`src/rtl/id_pkg.sv`:
```
// Shared types for the identifier match logger.
// Record layout, logger state and small helpers.
package id_pkg;

    localparam logic [7:0] DELIM_SLASH = 8'h2F;

    typedef struct packed {
        logic [7:0] start;
        logic [7:0] len;
    } rec_t;

    typedef enum logic {
        IDLE,
        RUN
    } log_state_e;

    function automatic logic [7:0] sat_inc(input logic [7:0] v);
        return (v == 8'hFF) ? v : v + 8'd1;
    endfunction

endpackage

```
`src/rtl/id_rec_fifo.sv`:
```
// Small record FIFO with a registered head output.
// Head is zero whenever the FIFO is empty.
module id_rec_fifo
    import id_pkg::*;
#(
    parameter int DEPTH = 4
) (
    input  logic clk,
    input  logic rst_n,
    input  logic i_push,
    input  rec_t i_data,
    input  logic i_pop,
    output logic o_full,
    output logic o_empty,
    output logic o_valid,
    output rec_t o_head
);

    localparam int AW = (DEPTH > 1) ? $clog2(DEPTH) : 1;
    localparam int CW = AW + 1;

    rec_t          r_mem [DEPTH];
    logic [AW-1:0] r_wptr;
    logic [AW-1:0] r_rptr;
    logic [CW-1:0] r_cnt;
    logic          r_valid;
    rec_t          r_head;

    logic          w_pop;
    logic          w_push;
    logic [AW-1:0] w_rptr_n;
    logic [CW-1:0] w_cnt_n;
    rec_t          w_head_n;

    assign o_full  = (r_cnt == CW'(DEPTH));
    assign o_empty = (r_cnt == '0);
    assign w_pop   = i_pop & r_valid;
    // A pop frees a slot in the same cycle, so full+pop still accepts.
    assign w_push  = i_push & (~o_full | w_pop);

    always_comb begin
        w_rptr_n = r_rptr;
        if (w_pop) begin
            w_rptr_n = r_rptr + AW'(1);
        end
        w_cnt_n  = r_cnt + CW'(w_push) - CW'(w_pop);
        w_head_n = '0;
        if (w_cnt_n != '0) begin
            if (w_push && (r_wptr == w_rptr_n)) begin
                w_head_n = i_data;
            end else begin
                w_head_n = r_mem[w_rptr_n];
            end
        end
    end

    always_ff @(posedge clk) begin
        if (w_push) begin
            r_mem[r_wptr] <= i_data;
        end
    end

    always_ff @(posedge clk or negedge rst_n) begin
        if (!rst_n) begin
            r_wptr  <= '0;
            r_rptr  <= '0;
            r_cnt   <= '0;
            r_valid <= 1'b0;
            r_head  <= '0;
        end else begin
            if (w_push) begin
                r_wptr <= r_wptr + AW'(1);
            end
            r_rptr  <= w_rptr_n;
            r_cnt   <= w_cnt_n;
            r_valid <= (w_cnt_n != '0);
            r_head  <= w_head_n;
        end
    end

    assign o_valid = r_valid;
    assign o_head  = r_head;

endmodule

```
`src/rtl/id_match_logger.sv`:
```
// Turns runs of recognizer matches into {start,len} records.
// Holds char alignment, segment position, run FSM and counters.
module id_match_logger
    import id_pkg::*;
#(
    parameter int         MATCH_LAT = 1,
    parameter int         DEPTH     = 4,
    parameter logic [7:0] DELIM     = DELIM_SLASH
) (
    input  logic        clk,
    input  logic        rst_n,
    input  logic [7:0]  char,
    input  logic        match,
    output logic        rec_valid,
    input  logic        rec_ready,
    output logic [15:0] rec_data,
    output logic [7:0]  run_count,
    output logic        overflow
);

    logic [7:0] w_c;
    logic       w_delim;
    logic       w_hit;
    logic       w_push;
    logic       w_pop;
    logic       w_full;
    logic       w_empty;
    rec_t       w_head;

    log_state_e r_state;
    log_state_e w_state_n;
    logic [7:0] r_pos;
    logic [7:0] r_start;
    logic [7:0] w_start_n;
    logic [7:0] r_len;
    logic [7:0] w_len_n;
    logic [7:0] r_run_count;
    logic       r_overflow;

    // Re-align char with the lagging match flag.
    if (MATCH_LAT == 0) begin : g_nodly
        assign w_c = char;
    end else begin : g_dly
        logic [7:0] r_dly [MATCH_LAT];
        always_ff @(posedge clk or negedge rst_n) begin
            if (!rst_n) begin
                for (int i = 0; i < MATCH_LAT; i++) begin
                    r_dly[i] <= 8'h00;
                end
            end else begin
                r_dly[0] <= char;
                for (int i = 1; i < MATCH_LAT; i++) begin
                    r_dly[i] <= r_dly[i-1];
                end
            end
        end
        assign w_c = r_dly[MATCH_LAT-1];
    end

    assign w_delim = (w_c == DELIM);
    assign w_hit   = match & ~w_delim;
    assign w_pop   = ~w_empty & rec_ready;

    always_comb begin
        w_state_n = r_state;
        w_start_n = r_start;
        w_len_n   = r_len;
        w_push    = 1'b0;
        unique case (r_state)
            IDLE: begin
                if (w_hit) begin
                    w_state_n = RUN;
                    w_start_n = r_pos;
                    w_len_n   = 8'd1;
                end
            end
            RUN: begin
                if (w_hit) begin
                    w_len_n = sat_inc(r_len);
                end else begin
                    w_push    = 1'b1;
                    w_state_n = IDLE;
                end
            end
        endcase
    end

    always_ff @(posedge clk or negedge rst_n) begin
        if (!rst_n) begin
            r_state     <= IDLE;
            r_pos       <= 8'h00;
            r_start     <= 8'h00;
            r_len       <= 8'h00;
            r_run_count <= 8'h00;
            r_overflow  <= 1'b0;
        end else begin
            r_state     <= w_state_n;
            r_start     <= w_start_n;
            r_len       <= w_len_n;
            r_pos       <= w_delim ? 8'h00 : sat_inc(r_pos);
            r_run_count <= r_run_count + {7'd0, w_push};
            if (w_push && w_full && !w_pop) begin
                r_overflow <= 1'b1;
            end
        end
    end

    id_rec_fifo #(
        .DEPTH(DEPTH)
    ) u_fifo (
        .clk     (clk),
        .rst_n   (rst_n),
        .i_push  (w_push),
        .i_data  (rec_t'{start: r_start, len: r_len}),
        .i_pop   (w_pop),
        .o_full  (w_full),
        .o_empty (w_empty),
        .o_valid (rec_valid),
        .o_head  (w_head)
    );

    assign rec_data  = w_head;
    assign run_count = r_run_count;
    assign overflow  = r_overflow;

endmodule

```
`config.mk`:
```
export PLATFORM = sky130hd
export DESIGN_NAME = id_match_logger
export DESIGN_NICKNAME = d
export VERILOG_FILES = /design/src/rtl/id_pkg.sv /design/src/rtl/id_rec_fifo.sv /design/src/rtl/id_match_logger.sv
export SDC_FILE = /design/constraint.sdc
export NUM_CORES = 1
export LEC_CHECK = 0
export CAP_MARGIN = 15
export CORE_MARGIN = 8
export CORE_UTILIZATION = 26
export CTS_BUF_LIST = sky130_fd_sc_hd__clkbuf_16
export DETAILED_ROUTE_END_ITERATION = 16
export PLACE_DENSITY = 0.51
export SLEW_MARGIN = 20
export SYNTH_ARGS = -nofsm -noshare
export SYNTH_HDL_FRONTEND = slang
export SYNTH_SLANG_ARGS = --single-unit
export TNS_END_PERCENT = 20
```
`constraint.sdc`:
```
create_clock -name clk -period 6.7 [get_ports clk]
set_input_delay 0.67 -clock clk [delete_from_list [all_inputs] [get_ports clk]]
set_output_delay 0.67 -clock clk [all_outputs]
set_load 0.02 [all_outputs]
```
==> metrics <==
status=finished, final reports clean; Syn Std Cell Area=0.00595 mm²; Starting Density=0.263; CTS tree=built; setup bufs post-CTS=0; Skew-Pair Late Insertion Delay=0.42 ns; Num CTS Buffers=17; hpwl dp=8440 µm; die area=~0.028 mm²; root buf cell=clkbuf_16; flops & latches, synth=130; Max Clock Skew=0.0145 ns; fin cells=799; Synth cell types=46; pre-CTS WS=between 2 and 3 ns; Final ANT Viol Nets=0; max incr delay on CP=approximately 0.62 ns; leak pwr=2.64 nW; xor and xnor fraction of the mapped netlist area=0.0303; chip height=about 170 µm; minimum clock period=3.73 ns; Relative slew margins=0.318; Syn Nets=between 400 and 500; mux contribution to synthesized area=0.0473; compound-gate portion of the synthesized area=0.129; Worst path top cell family by delay=simple AND/OR/NAND/NOR gates; setup TNS=0 ns; largest family of logic cells by synthesized area=simple AND/OR/NAND/NOR gates; ranking of synthesized cells by area=edfxtp_1, dfrtp_1, mux2i_1; Setup CP Type=flip-flop to flip-flop; I/O pins=38; # nets final=between 500 and 600; sw frac=0.352; most frequent CP cell=buf_4; critical path peak fanout=33; final wirelength=approximately 14000 µm; crit path buf inv count=2; critical path's slowest cell=o21ai_1; maximum vdd drop=295 µV; final core occ=0.319; setup violators final=0; Longest Clk Path Bufs=2; # rows=55; R2R setup slack=2.97 ns; initial antenna violation count=0; IO buf count=37; clock sink count=130; Clock transition at path regs=0.06 ns; GRT overflow=0; synthesized instance count=475; Max-cap violations=0; DRC=0; worst-margin pin slew=1.02 ns; post-route cell area=0.00721 mm²; gr usage total=0.101; adder-cell share of the synthesized area=0.0223; Final Hold Fails=0; period utilisation layout=0.557; gpl congestion=0.704; core area=0.0226 mm²; syn avg cell area=~13 µm²; # H-tree levels=4; cell internal pwr=approximately 2.3 mW; Slew Limit Fails=0; CTS Hold Bufs=0; worst path cell trace=or4b_1, o21ai_1, and3_1, buf_4, ha_1, fa_1, nor3_2, buf_4, nand4b_1, o31ai_4; global-route wire length before repair=22200 µm; P_sw=1.24 mW; area grow syn2layout=21.2%; cell area after placement=about 0.0066 mm²; Top FF cell, synth=dfrtp_1; Inserted Diodes=0; layout cells sized above 1=0.125; power per cell area=slightly below 500 mW/mm²; Die W=167 µm; Filler cells=2231; Worst Path Arrival=approximately 4 ns; share of the synthesized area in the top cell type=0.323; register area share after synthesis=0.601; Tot Pwr=3.51 mW; highest clock rate=~270 MHz; via count=3924; Critical Path RT=between 6 and 7 ns; Post-Synth Simple-Gate Area=0.137; drt initial violations=285; worst min path class=input port to asynchronous set/reset pin; Post-CTS Resized=0; Final Worst Setup Slack=2.97 ns; async set or reset register ratio after synthesis=0.508; CP Capture Type=flip-flop; startpoint types=flip-flop; DR pass1 iterations=6; placed instance count=about 770; RSZ-0062 raised after global routing=no; worst hold margin=0.446 ns; largest net degree at the start of global routing=70; clock power share=0.285; number of global-route vias before repair=4017; DR WL/cell=17.0 µm; Comb power frac=0.360; Synth warnings=0; area leader, netlist=edfxtp_1; via/cell ratio=4.91; register share of total power=0.356; number of flops mapped to enable cells by yosys=64
registers in the layout, indices dropped and copies added (netlist names):
register and flops:
run_count 8, u_fifo.r_wptr 2, u_fifo.o_valid 1, r_state 1
r_start 8, overflow 1, u_fifo.r_cnt 3, u_fifo.o_head 16
u_fifo.r_rptr 2, r_len 8, r_pos 8, g_dly.r_dly 8
u_fifo.r_mem 64
power groups by stage:
stage	Clock (mW)	Sequential, mW	Combinational, mW
5_1_grt	1.06	1.28	1.39
6_report	0.999	1.25	1.26
3_5_place_dp	0	1.27	1.28
2_1_floorplan	0	1.28	0.845
3_3_place_gp	0	1.25	1.23
4_1_cts	1.02	1.25	1.28
worst paths after layout:
check                                     from               end  cells after the start
worst max-delay path            g_dly.r_dly[4]  u_fifo.o_head[5]                     10
worst min-delay path                     rst_n      run_count[6]                      2
worst max register to register  g_dly.r_dly[4]  u_fifo.o_head[5]                     10
worst min register to register    run_count[7]      run_count[7]                      1
max in group asynchronous                rst_n  u_fifo.r_rptr[1]                      2
min in group clk                  run_count[7]      run_count[7]                      1
synthesized netlist by cell type, types with 2 or more instances:
cell type   n
dfrtp_1    66
nor3b_1    17
clkbuf_1   24
a31oi_1     4
xnor2_1    14
ha_1        9
nor2_1     17
mux2_2      9
a211oi_1   17
buf_2       8
nand4_1     3
nand2_1    29
edfxtp_1   64
o311a_1    17
and2_1      6
mux2i_1    18
o21ai_0    36
a41o_1      2
xor2_1      4
o22ai_1     2
nand3_1    11
nand4b_1   16
o31ai_2     9
buf_6       3
o31ai_1     7
inv_1       6
nor3_1     36
and3_1      3
logic make-up (layout without fill, tap and decap cells):
group,Yosys count,after routing
buffers and inverters,43,82
flip-flops,130,130
multiplexers,27,27
AO/OA/AOI/OAI,100,100
adder cells (fa/ha/maj),10,10
AND/OR/NAND/NOR,146,146
XOR/XNOR,19,19
final cells by class:
type	instances	area, µm²	share of cell area
Timing Repair Buffer	44	418	0.0580
Tap cell	285	357	0.0495
Clock inverter	15	213	0.0295
Multi-Input combinational cell	302	2200	0.305
Clock buffer	17	425	0.0590
Inverter	6	22.5	0.00313
Sequential cell	130	3570	0.496
layer usage:
layer,routed length [µm],GRT usage,share of wire,up-vias
li1,-,-,-,1860
met5,0,0,0,-
met4,103,0.0404,0.0076,0
met1,6360,0.130,0.47,1982
met2,6440,0.156,0.47,77
met3,708,0.0310,0.052,5
placed cells by master, fill, tap and decap left out, types with 3 or more instances in the layout:
cell type	count
nor3b_1	17
o31ai_1	7
o311a_1	17
nor3_1	35
xor2_1	4
mux2_2	9
o21ai_0	36
nand4_1	3
ha_1	9
nor2_1	17
clkbuf_16	17
a31oi_1	4
nand3_1	11
mux2i_1	18
clkdlybuf4s50_1	36
o31ai_2	9
xnor2_1	14
buf_4	7
and3_1	3
bufinv_16	5
nand4b_1	16
inv_1	7
a211oi_1	17
nand2_1	29
edfxtp_1	64
and2_1	6
dfrtp_1	65
No activity file was read; power rests on OpenSTA's default activity.
